$ cat config.mk
export PLATFORM = sky130hd
export DESIGN_NAME = tree_vote_sequencer
export DESIGN_NICKNAME = d
export VERILOG_FILES = /design/src/rtl/tree_vote_pkg.sv /design/src/rtl/tree_vote_acc.sv /design/src/rtl/tree_vote_sequencer.sv
export SDC_FILE = /design/constraint.sdc
export NUM_CORES = 1
export LEC_CHECK = 0
export ABC_CLOCK_PERIOD_IN_PS = 3550
export BUFFER_PORTS_ARGS = -buffer_cell sky130_fd_sc_hd__buf_2
export CAP_MARGIN = 20
export CELL_PAD_IN_SITES_DETAIL_PLACEMENT = 0
export CELL_PAD_IN_SITES_GLOBAL_PLACEMENT = 1
export CORE_MARGIN = 1.5
export CORE_UTILIZATION = 25
export DETAILED_ROUTE_END_ITERATION = 10
export PLACE_DENSITY = 0.64
export SLEW_MARGIN = 10
export SYNTH_ARGS = -nofsm -noshare
export SYNTH_HDL_FRONTEND = slang
export SYNTH_HIERARCHICAL = 1
export SYNTH_SLANG_ARGS = --single-unit
export TNS_END_PERCENT = 50
$ cat constraint.sdc
create_clock -name clk -period 3.55 [get_ports clk]
set_input_delay 0.355 -clock clk [delete_from_list [all_inputs] [get_ports clk]]
set_output_delay 0.355 -clock clk [all_outputs]
set_load 0.1 [all_outputs]
$ cat src/rtl/tree_vote_pkg.sv
// Shared types and width helpers for the tree vote sequencer.
package tree_vote_pkg;

  typedef enum logic [1:0] {
    IDLE = 2'd0,
    EVAL = 2'd1,
    DONE = 2'd2
  } state_t;

  function automatic int sel_w(input int n);
    return (n > 1) ? $clog2(n) : 1;
  endfunction

  function automatic int vote_w(input int n);
    return $clog2(n + 1);
  endfunction

endpackage

$ cat src/rtl/tree_vote_acc.sv
// Saturating vote counter with registered majority decision.
module tree_vote_acc
  import tree_vote_pkg::*;
#(
  parameter int NUM_TREES = 8,
  parameter int VW        = vote_w(NUM_TREES)
) (
  input  logic          clk,
  input  logic          rst,
  input  logic          clr_i,
  input  logic          add_en_i,
  input  logic          bit_i,
  output logic [VW-1:0] votes_o,
  output logic          class_o
);

  localparam logic [VW-1:0] MAX_VOTES = VW'(NUM_TREES);
  localparam logic [VW-1:0] HALF      = VW'(NUM_TREES / 2);

  logic [VW-1:0] votes_q, votes_d;
  logic          class_q, class_d;

  // Next vote count and majority; a tie is not a majority.
  always_comb begin
    votes_d = votes_q;
    class_d = class_q;
    if (clr_i) begin
      votes_d = {VW{1'b0}};
      class_d = 1'b0;
    end else if (add_en_i) begin
      if (bit_i && (votes_q != MAX_VOTES)) begin
        votes_d = votes_q + VW'(1);
      end else begin
        votes_d = votes_q;
      end
      class_d = (votes_d > HALF);
    end else begin
      votes_d = votes_q;
      class_d = class_q;
    end
  end

  // Count and decision registers.
  always_ff @(posedge clk or posedge rst) begin
    if (rst) begin
      votes_q <= {VW{1'b0}};
      class_q <= 1'b0;
    end else begin
      votes_q <= votes_d;
      class_q <= class_d;
    end
  end

  assign votes_o = votes_q;
  assign class_o = class_q;

endmodule

$ cat src/rtl/tree_vote_sequencer.sv
// Sequences one feature vector through a shared tree bank and emits a majority vote.
// Optional feature: define TREE_VOTE_EARLY_EXIT_EN to stop once the outcome is decided.
module tree_vote_sequencer
  import tree_vote_pkg::*;
#(
  parameter int NUM_TREES = 8,
  parameter int FEAT_W    = 51
) (
  input  logic                          clk,
  input  logic                          rst,
  input  logic                          in_valid,
  output logic                          in_ready,
  input  logic [FEAT_W-1:0]             in_feat,
  output logic [FEAT_W-1:0]             tree_feat,
  output logic [sel_w(NUM_TREES)-1:0]   tree_sel,
  input  logic                          tree_bit,
  output logic                          out_valid,
  input  logic                          out_ready,
  output logic                          out_class,
  output logic [vote_w(NUM_TREES)-1:0]  out_votes
);

  localparam int SW = sel_w(NUM_TREES);
  localparam int VW = vote_w(NUM_TREES);
  localparam logic [SW-1:0] LAST_SEL = SW'(NUM_TREES - 1);

  state_t            state_q;
  logic [FEAT_W-1:0] feat_q;
  logic [SW-1:0]     sel_q;
  logic              in_ready_q;
  logic              out_valid_q;
  logic              accept_s;
  logic              eval_s;
  logic              exit_s;
  logic [VW-1:0]     votes_s;
  logic              class_s;

  assign accept_s = (state_q == IDLE) && in_valid && in_ready_q;
  assign eval_s   = (state_q == EVAL);

`ifdef TREE_VOTE_EARLY_EXIT_EN
  localparam logic [VW-1:0] HALF = VW'(NUM_TREES / 2);
  logic [VW-1:0] ones_s, seen_s, zeros_s;

  // Leave EVAL once either ones or zeros form a strict majority.
  always_comb begin
    ones_s  = votes_s + VW'(tree_bit);
    seen_s  = VW'(sel_q) + VW'(1);
    zeros_s = seen_s - ones_s;
    if ((sel_q == LAST_SEL) || (ones_s > HALF) || (zeros_s > HALF)) begin
      exit_s = 1'b1;
    end else begin
      exit_s = 1'b0;
    end
  end
`else
  assign exit_s = (sel_q == LAST_SEL);
`endif

  // Control FSM with registered handshake outputs.
  always_ff @(posedge clk or posedge rst) begin
    if (rst) begin
      state_q     <= IDLE;
      feat_q      <= {FEAT_W{1'b0}};
      sel_q       <= {SW{1'b0}};
      in_ready_q  <= 1'b1;
      out_valid_q <= 1'b0;
    end else begin
      case (state_q)
        IDLE: begin
          if (accept_s) begin
            feat_q     <= in_feat;
            sel_q      <= {SW{1'b0}};
            in_ready_q <= 1'b0;
            state_q    <= EVAL;
          end
        end
        EVAL: begin
          if (exit_s) begin
            out_valid_q <= 1'b1;
            state_q     <= DONE;
          end else begin
            sel_q <= sel_q + SW'(1);
          end
        end
        DONE: begin
          if (out_ready) begin
            out_valid_q <= 1'b0;
            in_ready_q  <= 1'b1;
            state_q     <= IDLE;
          end
        end
        default: begin
          out_valid_q <= 1'b0;
          in_ready_q  <= 1'b1;
          state_q     <= IDLE;
        end
      endcase
    end
  end

  tree_vote_acc #(
    .NUM_TREES(NUM_TREES),
    .VW       (VW)
  ) u_acc (
    .clk     (clk),
    .rst     (rst),
    .clr_i   (accept_s),
    .add_en_i(eval_s),
    .bit_i   (tree_bit),
    .votes_o (votes_s),
    .class_o (class_s)
  );

  assign in_ready  = in_ready_q;
  assign out_valid = out_valid_q;
  assign tree_feat = feat_q;
  assign tree_sel  = sel_q;
  assign out_votes = votes_s;
  assign out_class = class_s;

endmodule
==> flow_metrics.tcl <==
set metrics [dict create \
    outcome "complete, no violations" \
    synthCells 169 \
    drive_gt1_frac 0.645 \
    globalRouteOverflowTotal 0 \
    slew_headroom 0.464 \
    cts_root_buffer "clkbuf_8" \
    place_area_um2 3470 \
    startpoint_type "register" \
    fill_cells 1108 \
    finalCritPeriodShare 0.509 \
    reg2reg_from "state_q[0]" \
    post-route-util 0.335 \
    synth_warnings 6 \
    grt_usage 0.100 \
    vias 1811 \
    drc 0 \
    numCtsBuffers 9 \
    crit_required_ns 3.76 \
    rsz0062_at_grt "false" \
    yosysSeqAreaShare 0.565 \
    initial_utilization 0.257 \
    synth_area_leader_cell "dfrtp_1" \
    final-hold-violation-count 0 \
    wl_per_cell_um 13.4 \
    dpl.hpwl_um 4160 \
    cts.sinks 63 \
    syn2layout_area_growth_pct 30.7 \
    grt_pass1_wl_um 9090 \
    dieArea_um2 11800 \
    arrival_ns 2.02 \
    drv_slew 0 \
    io_buffer_count 116 \
    synth_cell_types 32 \
    place_congestion 0.729 \
    seq_area_um2 1580 \
    dpl.cell_count 422 \
    timing.setup.tns_ns 0 \
    n_antenna_cell 0 \
    ios 117 \
    htreeDepth 3 \
    startpoint "state_q[0]" \
    min_from "in_feat[34]" \
    grt_max_degree 37 \
    core_um2 10900 \
    grt_pass1_vias 1825 \
    clk_latency_ns 0.34 \
    synth_top_area_share 0.555 \
    clk_path_buf_depth 2 \
    fmax_mhz 554 \
    layout.nets 354 \
    avgSynthCellArea_um2 16.5 \
    setup_violations 0 \
    yosys-top-cells-area "dfrtp_1 (56%), mux2_4 (26%), buf_12 (3.6%)" \
    die_x_um 109 \
    worst_clock_skew_ns 0.0115 \
    first_iter_violations 56 \
    hp-class "input port to register" \
    netlist_area_um2 2790 \
    antenna_found_initial 0 \
    max_cap_violations 0 \
    cp_max_fo 33 \
    die_h_um 109 \
    design_area_um2 3650 \
    via_per_inst 4.13 \
    totalWireLength_um 5900 \
    clk_pin_slew_worst_paths_ns 0.08 \
    worstMarginPinSlew_ns 0.803 \
    end_kind "register" \
    drt_pass1_iterations 4 \
    syn_nets 229 \
    multiInputGateArea_um2 1090 \
    stdcell_count 439 \
    synth_seq_cells 63 \
    cts_setup_buffers 0 \
    cts_tree "built" \
    antenna_left 0 \
    rows 38 \
    crit_type "register to register" \
    final.min_clock_period_ns 1.81 \
]
-- logic make-up after synthesis --
group / after synthesis / synth area share
adders and majority gates: 4 / 0.0179
and+or+nand+nor: 22 / 0.0502
DFF: 63 / 0.565
xor gates and xnor gates: 3 / 0.00941
buffers and inverters: 12 / 0.0479
muxes: 53 / 0.279
AOI/OAI and AO/OA: 12 / 0.0309
-- sequential cells by signal, summed over array words and instances (netlist names) --
name	count
in_ready	1
out_valid	1
state_q	2
tree_feat	51
tree_sel	3
u_acc/class_o	1
u_acc/votes_o	4
-- layout by cell type (no fill, tap or decap), types with 2 or more instances in the layout --
| cell | n |
|---|---|
| a211oi_1 | 2 |
| a21oi_1 | 3 |
| a22o_1 | 2 |
| buf_2 | 116 |
| buf_4 | 3 |
| clkbuf_8 | 9 |
| clkinv_2 | 3 |
| clkinv_4 | 2 |
| dfrtp_1 | 62 |
| ha_1 | 4 |
| inv_1 | 5 |
| mux2_1 | 2 |
| mux2_4 | 49 |
| nand2_1 | 3 |
| nand4_1 | 2 |
| nor2_1 | 8 |
| xnor2_1 | 2 |
-- per-stage QoR --
step	hold slack, ns	setup slack (ns)
finish	0.236	1.74
global route	0.208	1.66
CTS	0.215	1.74
detailed placement	0.289	1.74
global placement	0.291	1.77
floorplan	0.134	1.44
-- worst max-delay path, cell delays in order (launching register included) --
cell	delay, ns
dfrtp_1	0.46
nor4bb_4	0.32
buf_4	0.51
mux2_4	0.36
-- final timing paths --
check                                         to  slack, ns  cells after the start
worst min register to register     tree_feat[35]       0.50                      1
worst min-delay path               tree_feat[34]       0.24                      2
max in group asynchronous          tree_feat[43]       2.00                      4
worst max-delay path               tree_feat[12]       1.74                      3
worst max register to register     tree_feat[12]       1.74                      3
min in group asynchronous       u_acc/votes_o[1]       0.48                      3
-- routing by layer --
metal,up-vias,part of all wire,track usage
met3,6,0.072,0.0442
met1,897,0.46,0.129
met5,-,0,0
li1,846,-,-
met4,0,0.012,0.0338
met2,62,0.46,0.149
-- layout make-up --
type / instances / share of cell area
Clock buffer: 9 / 0.0339
Clock inverter: 7 / 0.0134
Inverter: 6 / 0.00617
Multi-Input combinational cell: 94 / 0.299
Sequential cell: 63 / 0.432
Tap cell: 140 / 0.0480
Timing Repair Buffer: 120 / 0.168
-- what timing repair did --
action,in CTS,in global routing
resized for setup,0,0
hold buffers,1,0
hold endpoints to repair,5,0
setup endpoints to repair,0,0
-- synth_stat cells --
library cell  instances
dfstp_2               1
nor2_1                8
dfrtp_1              62
ha_1                  4
and3_2                1
mux2_1                2
xor2_1                1
nor3b_2               1
nor2b_1               1
and4b_1               1
o311a_1               1
a21boi_0              1
nand4_1               2
nor4bb_2              1
nor2_2                1
and3b_2               1
xnor2_1               2
o21ai_1               1
o31ai_1               1
buf_6                 1
buf_12                5
nand3b_1              1
nor3_2                1
a211oi_1              2
nand2_1               3
inv_1                 6
a21oi_1               3
mux2i_1               1
a22o_1                2
mux2_4               49
mux2_2                1
o22a_1                1
Power is left out: the tool's default activity adds up to more than one toggle a clock period on the data nets, which glitch-free logic cannot reach.
